`config.mk`:
```
export PLATFORM = sky130hd
export DESIGN_NAME = axil_write_arbiter
export DESIGN_NICKNAME = d
export VERILOG_FILES = /design/src/rtl/axil_write_arbiter.sv
export SDC_FILE = /design/constraint.sdc
export NUM_CORES = 1
export LEC_CHECK = 0
export ABC_AREA = 1
export BUFFER_PORTS_ARGS = -buffer_cell sky130_fd_sc_hd__buf_4
export CAP_MARGIN = 0
export CORE_MARGIN = 1
export CORE_UTILIZATION = 48
export CTS_BUF_LIST = sky130_fd_sc_hd__clkbuf_4
export CTS_CLUSTER_DIAMETER = 120
export DETAILED_ROUTE_END_ITERATION = 12
export PLACE_DENSITY = 0.82
export SLEW_MARGIN = 30
export SYNTH_ARGS = -nofsm -noshare
export SYNTH_HDL_FRONTEND = slang
export SYNTH_SLANG_ARGS = --single-unit
```
`constraint.sdc`:
```
create_clock -name clk_i -period 2.02 [get_ports clk_i]
set_input_delay 0.303 -clock clk_i [delete_from_list [all_inputs] [get_ports clk_i]]
set_output_delay 0.303 -clock clk_i [all_outputs]
set_load 0.01 [all_outputs]
```
`src/rtl/axil_write_arbiter.sv`:
```
// Round-robin arbiter sharing one AXI-Lite write channel between NUM_REQ
// single-write requesters, with a timeout abort for a stalled slave.
module axil_write_arbiter #(
  parameter int unsigned ADDR_WIDTH     = 4,
  parameter int unsigned DATA_WIDTH     = 32,
  parameter int unsigned NUM_REQ        = 2,
  parameter int unsigned TIMEOUT_CYCLES = 256
) (
  input  logic                              clk_i,
  input  logic                              rst_i,
  input  logic [NUM_REQ-1:0]                req_valid_i,
  input  logic [NUM_REQ*ADDR_WIDTH-1:0]     req_addr_i,
  input  logic [NUM_REQ*DATA_WIDTH-1:0]     req_data_i,
  input  logic [NUM_REQ*(DATA_WIDTH/8)-1:0] req_strb_i,
  output logic [NUM_REQ-1:0]                req_ready_o,
  output logic [NUM_REQ-1:0]                done_o,
  output logic [1:0]                        resp_o,
  output logic                              timeout_o,
  output logic                              busy_o,
  output logic [ADDR_WIDTH-1:0]             m_aw_addr_o,
  output logic [2:0]                        m_aw_prot_o,
  output logic                              m_aw_valid_o,
  input  logic                              m_aw_ready_i,
  output logic [DATA_WIDTH-1:0]             m_w_data_o,
  output logic [DATA_WIDTH/8-1:0]           m_w_strb_o,
  output logic                              m_w_valid_o,
  input  logic                              m_w_ready_i,
  input  logic [1:0]                        m_b_resp_i,
  input  logic                              m_b_valid_i,
  output logic                              m_b_ready_o
);

  localparam int unsigned STRB_WIDTH = DATA_WIDTH / 8;
  localparam int unsigned IDX_W      = $clog2(NUM_REQ);
  localparam int unsigned TMR_W      = $clog2(TIMEOUT_CYCLES);
  // Timer reads 0 in the first ISSUE cycle; aborting when it reaches this
  // value puts the registered abort pulse TIMEOUT_CYCLES-1 cycles after grant.
  localparam logic [TMR_W-1:0] ABORT_AT = TMR_W'(TIMEOUT_CYCLES - 3);

  typedef enum logic [1:0] {
    IDLE  = 2'd0,
    ISSUE = 2'd1,
    RESP  = 2'd2
  } state_t;

  state_t                  state_q, state_d;
  logic [IDX_W-1:0]        ptr_q, ptr_d;
  logic [IDX_W-1:0]        gnt_q, gnt_d;
  logic [ADDR_WIDTH-1:0]   addr_q, addr_d;
  logic [DATA_WIDTH-1:0]   data_q, data_d;
  logic [STRB_WIDTH-1:0]   strb_q, strb_d;
  logic                    aw_valid_q, aw_valid_d;
  logic                    w_valid_q, w_valid_d;
  logic                    b_ready_q, b_ready_d;
  logic                    aw_done_q, aw_done_d;
  logic                    w_done_q, w_done_d;
  logic [NUM_REQ-1:0]      done_q, done_d;
  logic [1:0]              resp_q, resp_d;
  logic                    timeout_q, timeout_d;
  logic [TMR_W-1:0]        timer_q, timer_d;

  logic                    grant_found;
  logic [IDX_W-1:0]        grant_idx;
  logic [IDX_W-1:0]        cand_idx;
  logic [IDX_W-1:0]        gnt_next;
  logic                    abort;
  int unsigned             cand;

  // Round-robin search: first pending requester at or above the pointer, wrapping.
  always_comb begin
    grant_found = 1'b0;
    grant_idx   = '0;
    cand        = 0;
    cand_idx    = '0;
    for (int unsigned i = 0; i < NUM_REQ; i++) begin
      cand = 32'(ptr_q) + i;
      if (cand >= NUM_REQ) cand = cand - NUM_REQ;
      cand_idx = IDX_W'(cand);
      if (!grant_found && req_valid_i[cand_idx]) begin
        grant_found = 1'b1;
        grant_idx   = cand_idx;
      end
    end
  end

  // Combinational one-hot accept pulse in the grant cycle; held low during reset.
  always_comb begin
    req_ready_o = '0;
    if (state_q == IDLE && grant_found && !rst_i) req_ready_o[grant_idx] = 1'b1;
  end

  // Next-state and registered-output computation for the transaction FSM.
  always_comb begin
    state_d    = state_q;
    ptr_d      = ptr_q;
    gnt_d      = gnt_q;
    addr_d     = addr_q;
    data_d     = data_q;
    strb_d     = strb_q;
    aw_valid_d = aw_valid_q;
    w_valid_d  = w_valid_q;
    b_ready_d  = b_ready_q;
    aw_done_d  = aw_done_q;
    w_done_d   = w_done_q;
    done_d     = '0;
    resp_d     = '0;
    timeout_d  = 1'b0;
    timer_d    = timer_q;
    gnt_next   = (32'(gnt_q) == NUM_REQ - 1) ? '0 : gnt_q + IDX_W'(1);
    abort      = ((state_q == ISSUE) || (state_q == RESP && !m_b_valid_i)) &&
                 (timer_q == ABORT_AT);

    case (state_q)
      IDLE: begin
        if (grant_found) begin
          state_d    = ISSUE;
          gnt_d      = grant_idx;
          addr_d     = req_addr_i[grant_idx*ADDR_WIDTH +: ADDR_WIDTH];
          data_d     = req_data_i[grant_idx*DATA_WIDTH +: DATA_WIDTH];
          strb_d     = req_strb_i[grant_idx*STRB_WIDTH +: STRB_WIDTH];
          aw_valid_d = 1'b1;
          w_valid_d  = 1'b1;
          aw_done_d  = 1'b0;
          w_done_d   = 1'b0;
          timer_d    = '0;
        end
      end
      ISSUE: begin
        timer_d = timer_q + TMR_W'(1);
        if (aw_valid_q && m_aw_ready_i) begin
          aw_valid_d = 1'b0;
          aw_done_d  = 1'b1;
        end
        if (w_valid_q && m_w_ready_i) begin
          w_valid_d = 1'b0;
          w_done_d  = 1'b1;
        end
        if (aw_done_d && w_done_d) begin
          state_d   = RESP;
          b_ready_d = 1'b1;
        end
      end
      RESP: begin
        timer_d = timer_q + TMR_W'(1);
        if (m_b_valid_i) begin
          state_d        = IDLE;
          b_ready_d      = 1'b0;
          done_d[gnt_q]  = 1'b1;
          resp_d         = m_b_resp_i;
          ptr_d          = gnt_next;
        end
      end
      default: state_d = IDLE;
    endcase

    if (abort) begin
      state_d       = IDLE;
      aw_valid_d    = 1'b0;
      w_valid_d     = 1'b0;
      b_ready_d     = 1'b0;
      done_d        = '0;
      done_d[gnt_q] = 1'b1;
      resp_d        = 2'b10;
      timeout_d     = 1'b1;
      ptr_d         = gnt_next;
    end
  end

  // State and output registers; reset discards any in-flight transaction.
  always_ff @(posedge clk_i or posedge rst_i) begin
    if (rst_i) begin
      state_q    <= IDLE;
      ptr_q      <= '0;
      gnt_q      <= '0;
      addr_q     <= '0;
      data_q     <= '0;
      strb_q     <= '0;
      aw_valid_q <= 1'b0;
      w_valid_q  <= 1'b0;
      b_ready_q  <= 1'b0;
      aw_done_q  <= 1'b0;
      w_done_q   <= 1'b0;
      done_q     <= '0;
      resp_q     <= '0;
      timeout_q  <= 1'b0;
      timer_q    <= '0;
    end else begin
      state_q    <= state_d;
      ptr_q      <= ptr_d;
      gnt_q      <= gnt_d;
      addr_q     <= addr_d;
      data_q     <= data_d;
      strb_q     <= strb_d;
      aw_valid_q <= aw_valid_d;
      w_valid_q  <= w_valid_d;
      b_ready_q  <= b_ready_d;
      aw_done_q  <= aw_done_d;
      w_done_q   <= w_done_d;
      done_q     <= done_d;
      resp_q     <= resp_d;
      timeout_q  <= timeout_d;
      timer_q    <= timer_d;
    end
  end

  assign done_o       = done_q;
  assign resp_o       = resp_q;
  assign timeout_o    = timeout_q;
  assign busy_o       = (state_q != IDLE);
  assign m_aw_addr_o  = addr_q;
  assign m_aw_prot_o  = 3'b000;
  assign m_aw_valid_o = aw_valid_q;
  assign m_w_data_o   = data_q;
  assign m_w_strb_o   = strb_q;
  assign m_w_valid_o  = w_valid_q;
  assign m_b_ready_o  = b_ready_q;

endmodule

```
# ---- After elaboration in Yosys (flattened, before gate mapping)
# Index checks and enable logic that the tools add are counted.
dict set report word_totals {
  reg_bits 62
  latchBits 0
  mem_bits_rw 0
  romBits 0
  in_bits 89
  out_inout_bits 54
  wordCells 122
  mem_count 0
}
dict set report op_classes {
  n_addsub 5
  n_mul 0
  n_div 0
  order_cmp 8
  n_eq_ne 9
  n_shift 3
  n_mux 51
  n_bitwise 0
  reduce_logical 31
}
# op count
set ops {}
lappend ops {{$shiftx 64x7->32} 1}
lappend ops {{$mux 1} 30}
lappend ops {{$mux 2} 11}
lappend ops {{$pmux 8 s2} 1}
lappend ops {{$shiftx 8x4->4} 2}
lappend ops {{$reduce_and 3->1} 4}
lappend ops {{$logic_and 1x1->1} 10}
lappend ops {{$pmux 1 s2} 5}
lappend ops {{$reduce_bool 2->1} 5}
lappend ops {{$ne 3x2->1 const B} 3}
lappend ops {{$add 8x1->8 const B} 1}
lappend ops {{$eq 8x8->1 const B} 1}
lappend ops {{$lt 1x2->1 const B} 4}
lappend ops {{$mux 8} 1}
lappend ops {{$reduce_and 2->1} 4}
lappend ops {{$ne 3x3->1 const B} 2}
lappend ops {{$pmux 2 s3} 1}
lappend ops {{$reduce_bool 3->1} 2}
lappend ops {{$logic_not 1->1} 3}
lappend ops {{$add 1x1->2 const B} 1}
lappend ops {{$demux 1 s1} 2}
lappend ops {{$eq 2x1->1 const B} 1}
lappend ops {{$eq 2x2->1 const B} 1}
lappend ops {{$ge 1x1->1 const B} 2}
lappend ops {{other kinds (8)} 9}

# ---- Longest topological paths before layout
dict set report depth {
  depth_word 13
  depth_mapped 10
  mapped_depth_nobuf 9
}

# ---- Worst setup path before layout
# OpenSTA, ideal clock, no wires.
dict set report synth_timing {
  path_type {register to output}
  from {register state_q[0]}
  to {output req_ready_o[0]}
  t_arrival_ps 1313
  required_ps 1717
  setup_slack_ps 404
  stages_incl_launch_ff 6
  path_buffers 1
  cell_sequence {dfrtp_1 inv_1 ha_1 nand2_2 clkbuf_1 nor3_1}
}
dict set report synth_via {
  elab_chain_len 4
}
# item line_no
set synth_lines {}
lappend synth_lines {{start, declared} 46} ;# state_t state_q, state_d;
lappend synth_lines {{start signal, assigned} 188} ;# state_q <= state_d;
lappend synth_lines {{$logic_not 2->1} 89} ;# if (state_q == IDLE && grant_found && !rst_i) req_ready_o[grant_idx] = 1'b1;
lappend synth_lines {{$logic_and 1x1->1 (2 in a row)} 89}
lappend synth_lines {{$mux 2} 89}
lappend synth_lines {{end, declared} 15} ;# output logic [NUM_REQ-1:0] req_ready_o,
# Every way passes these cells.

# ---- Worst setup path in the final report
# Ends and elaborated chain as after synthesis.

==> out/summary.txt <==
outcome - finished clean
synthesized flop and latch total - 62
vias in the first global route - 2867
period utilization - 0.942
R2R depth - 9
drt pass-1 iters - 4
routed len/inst - 13.8 um
crit-path max cell delay - 410 ps
Crit-path slowest cell - dfrtp_1
critical path launch point type - flop
metal3 WL - 466 um
Net Sw Power - 2380 uW
kind of critical path - reg -> out
worst r2r src - state_q[1]
I/O Buffers - 139
via-per-instance ratio - 5.19
power share of the sequential group - 0.361
clk root buf - clkbuf_4
Final TNS setup - 0 ps
RSZ-0062 raised after global routing - false
Comb pwr share - 0.519
Syn. warnings - 0
CTS buffer count - 9
M1 wire length - 3.40 mm
number of remaining DRC errors - 0
Post-Synth XOR/XNOR Area - 0.00291
post-DP HPWL - 6.05 mm
library cells used by synthesis - 25
power density over the cells - 1340 mW/mm2
placer's final routability congestion estimate - 0.840
first-pass GRT wire length - 12.7 mm
Area after DPL - 0.00414 mm2
post-synthesis compound-gate area fraction - 0.159
clk buf depth - 2
Setup crit end - req_ready_o[0]
Synth top area share - 0.515
Final nets - 609
Worst slew margin - 0.622
Final min period - 1900 ps
fraction of layout cells with a size suffix above 1 - 0.333
Post-Synth Adder-Cell Area - 0.0208
Worst Hold Class - in -> reg
clock insertion delay at the later pin of the skew report - 400 ps
number of fill cells - 471
total number of vias - 3088
fin area - 0.00427 mm2
Initial Util - 0.503
Synth area leader - dfrtp_1
max-slew violation count - 0
final setup violating endpoints - 0
CTS tree - yes
synth-to-layout area growth - 41.7%
hold_ws - 117 ps
Worst-path clk slew - 100 ps
Pleak - 0.00216 uW
Post-CTS Setup Bufs - 0
die area - 0.00660 mm2
Syn Area/Cell - 8.02 um2
Fin. Hold Viols - 0
Tot GR Track Use - 0.256
synthesized area - 0.00301 mm2
Worst EP required - 1720 ps
Max-Cap Viols - 0
sequential element share of the synthesized area - 0.515
internal power - 3330 uW
clock power share - 0.120
Slew @ Worst Pin - 566 ps
largest family of logic cells by synthesized area - simple AND/OR/NAND/NOR gates
CTS H-tree depth - 3
largest net degree at the start of global routing - 43
switch share - 0.416
Simple-Gate Fraction of Synth Area - 0.236
Top Metal Used - met4
worst-path maximum fanout - 12
WL met2 - 4.15 mm
die height - 81.2 um
R2R Path End - state_q[1]
cells along the critical path - inv_1 > ha_4 > nand2_4 > nor3_1 > buf_4
CTS sink cnt - 62
GR Overflow Total - 0
skew final - 17.8 ps
Peak VDD IR - 0.858 mV
initial antenna violation count - 0
r2r setup slk - 360 ps
critical path data arrival time - 1600 ps
mux share of post-synthesis cell area - 0
Rows - 28
IO Count - 143
CP startpoint - state_q[0]
ANT nets after route - 0
core area - 0.00599 mm2
DRT iter0 DRCs - 106
total wire length - 8.23 mm
Fmax - 526 MHz
CP Capture Type - output port
top cells by area, synth - dfrtp_1 (51%), a21oi_1 (14%), nand2_1 (10%), nor2_1 (6.6%), inv_1 (2.9%)
post-synthesis cell count - 376
ant diodes - 0
Chip Width - 81.2 um
-- worst min path at each step --
stage             startpoint            end  depth (start not counted)  slack [ps]
6_report       m_b_resp_i[1]      resp_o[1]                          2         120
5_1_grt        m_b_resp_i[1]      resp_o[1]                          2         120
4_1_cts        m_b_resp_i[1]      resp_o[1]                          2         100
3_5_place_dp           rst_i  m_w_strb_o[2]                          2         430
3_3_place_gp           rst_i  m_w_strb_o[1]                          2         420
2_1_floorplan  m_b_resp_i[1]      resp_o[1]                          1         430
-- routing by layer --
metal	vias up	global-route usage
met2	128	0.429
li1	1501	-
met5	-	0
met4	0	0.118
met3	21	0.0472
met1	1438	0.321
-- cell usage in the layout, fill, tap and decap left out, types with 2 or more instances in the layout --
master,count
a21oi_1,85
buf_12,3
buf_4,142
clkbuf_4,10
clkinv_1,3
clkinv_2,2
conb_1,3
dfrtp_1,62
ha_1,4
inv_1,22
inv_2,4
nand2_1,84
nand2_2,2
nand3_1,14
nand4_1,5
nor2_1,53
nor2_4,2
nor3_1,2
o21ai_0,6
-- timing repair --
action	CTS	global route
hold endpoints to repair	24	0
hold buffers	1	0
gates resized for setup	2	1
setup endpoints to repair	1	1
-- power by group through the flow --
stage / registers [uW] / clock network (uW) / logic (uW)
2_1_floorplan: 2270 / 0 / 1450
3_3_place_gp: 2070 / 0 / 2830
3_5_place_dp: 2090 / 0 / 2920
4_1_cts: 2060 / 705 / 2940
5_1_grt: 2140 / 770 / 3280
6_report: 2060 / 685 / 2960
-- worst max-delay path: cells and delay by family (launching register included) --
kind | cells | cell delay [ps]
flops | 1 | 410
buf+inv | 2 | 280
simple gates | 2 | 320
fa+ha+maj | 1 | 180
-- area by class of cell --
type | instances | area (um2) | area share
clock buffer | 10 | 75.1 | 0.0176
clock inverter | 6 | 28.8 | 0.00674
inverter | 26 | 97.6 | 0.0228
multi-input combinational | 270 | 1290 | 0.302
sequential | 62 | 1550 | 0.363
tap | 75 | 93.8 | 0.0220
timing repair buffer | 146 | 1140 | 0.266
-- flip-flops by register name, summed over array words and instances, names as in the netlist --
register / cells
m_aw_addr_o: 4
m_aw_valid_o: 1
timeout_o: 1
ptr_q: 1
done_o: 2
m_w_data_o: 32
resp_o: 2
state_q: 2
m_w_valid_o: 1
aw_done_q: 1
m_w_strb_o: 4
m_b_ready_o: 1
timer_q: 8
w_done_q: 1
gnt_q: 1
-- synth_stat cells --
cell type	count
a21oi_1	85
nand2_1	84
dfrtp_1	62
nor2_1	53
inv_1	23
nand3_1	14
buf_2	9
clkbuf_1	7
o21ai_0	6
ha_1	5
nand4_1	5
buf_4	4
inv_2	3
nand2_2	3
nor2_4	2
nor3_1	2
conb_1	1
nand3_2	1
nand3_4	1
nor3_2	1
o21a_1	1
o21ai_2	1
o22ai_1	1
or2_2	1
xor2_1	1
-- logic make-up (layout without fill, tap and decap cells) --
family                   after synthesis  in the layout
buffers and inverters                 46            188
AO/OA/AOI/OAI                         94             94
flip-flops                            62             62
other                                  1              3
AND/OR/NAND/NOR                      167            167
adder cells (fa/ha/maj)                5              5
XOR/XNOR                               1              1
-- through the flow --
stage | utilization | power, uW | setup WS [ps] | instances
after global routing | 0.713 | 6190 | 35.0 | 595
after detailed placement | 0.691 | 5000 | 376 | 578
after global placement | 0.691 | 4900 | 425 | 578
after floorplan | - | 3720 | 176 | 378
after CTS | 0.711 | 5710 | 55.4 | 595
final | 0.713 | 5710 | 118 | 595
Power figures use the tool's default switching activity.
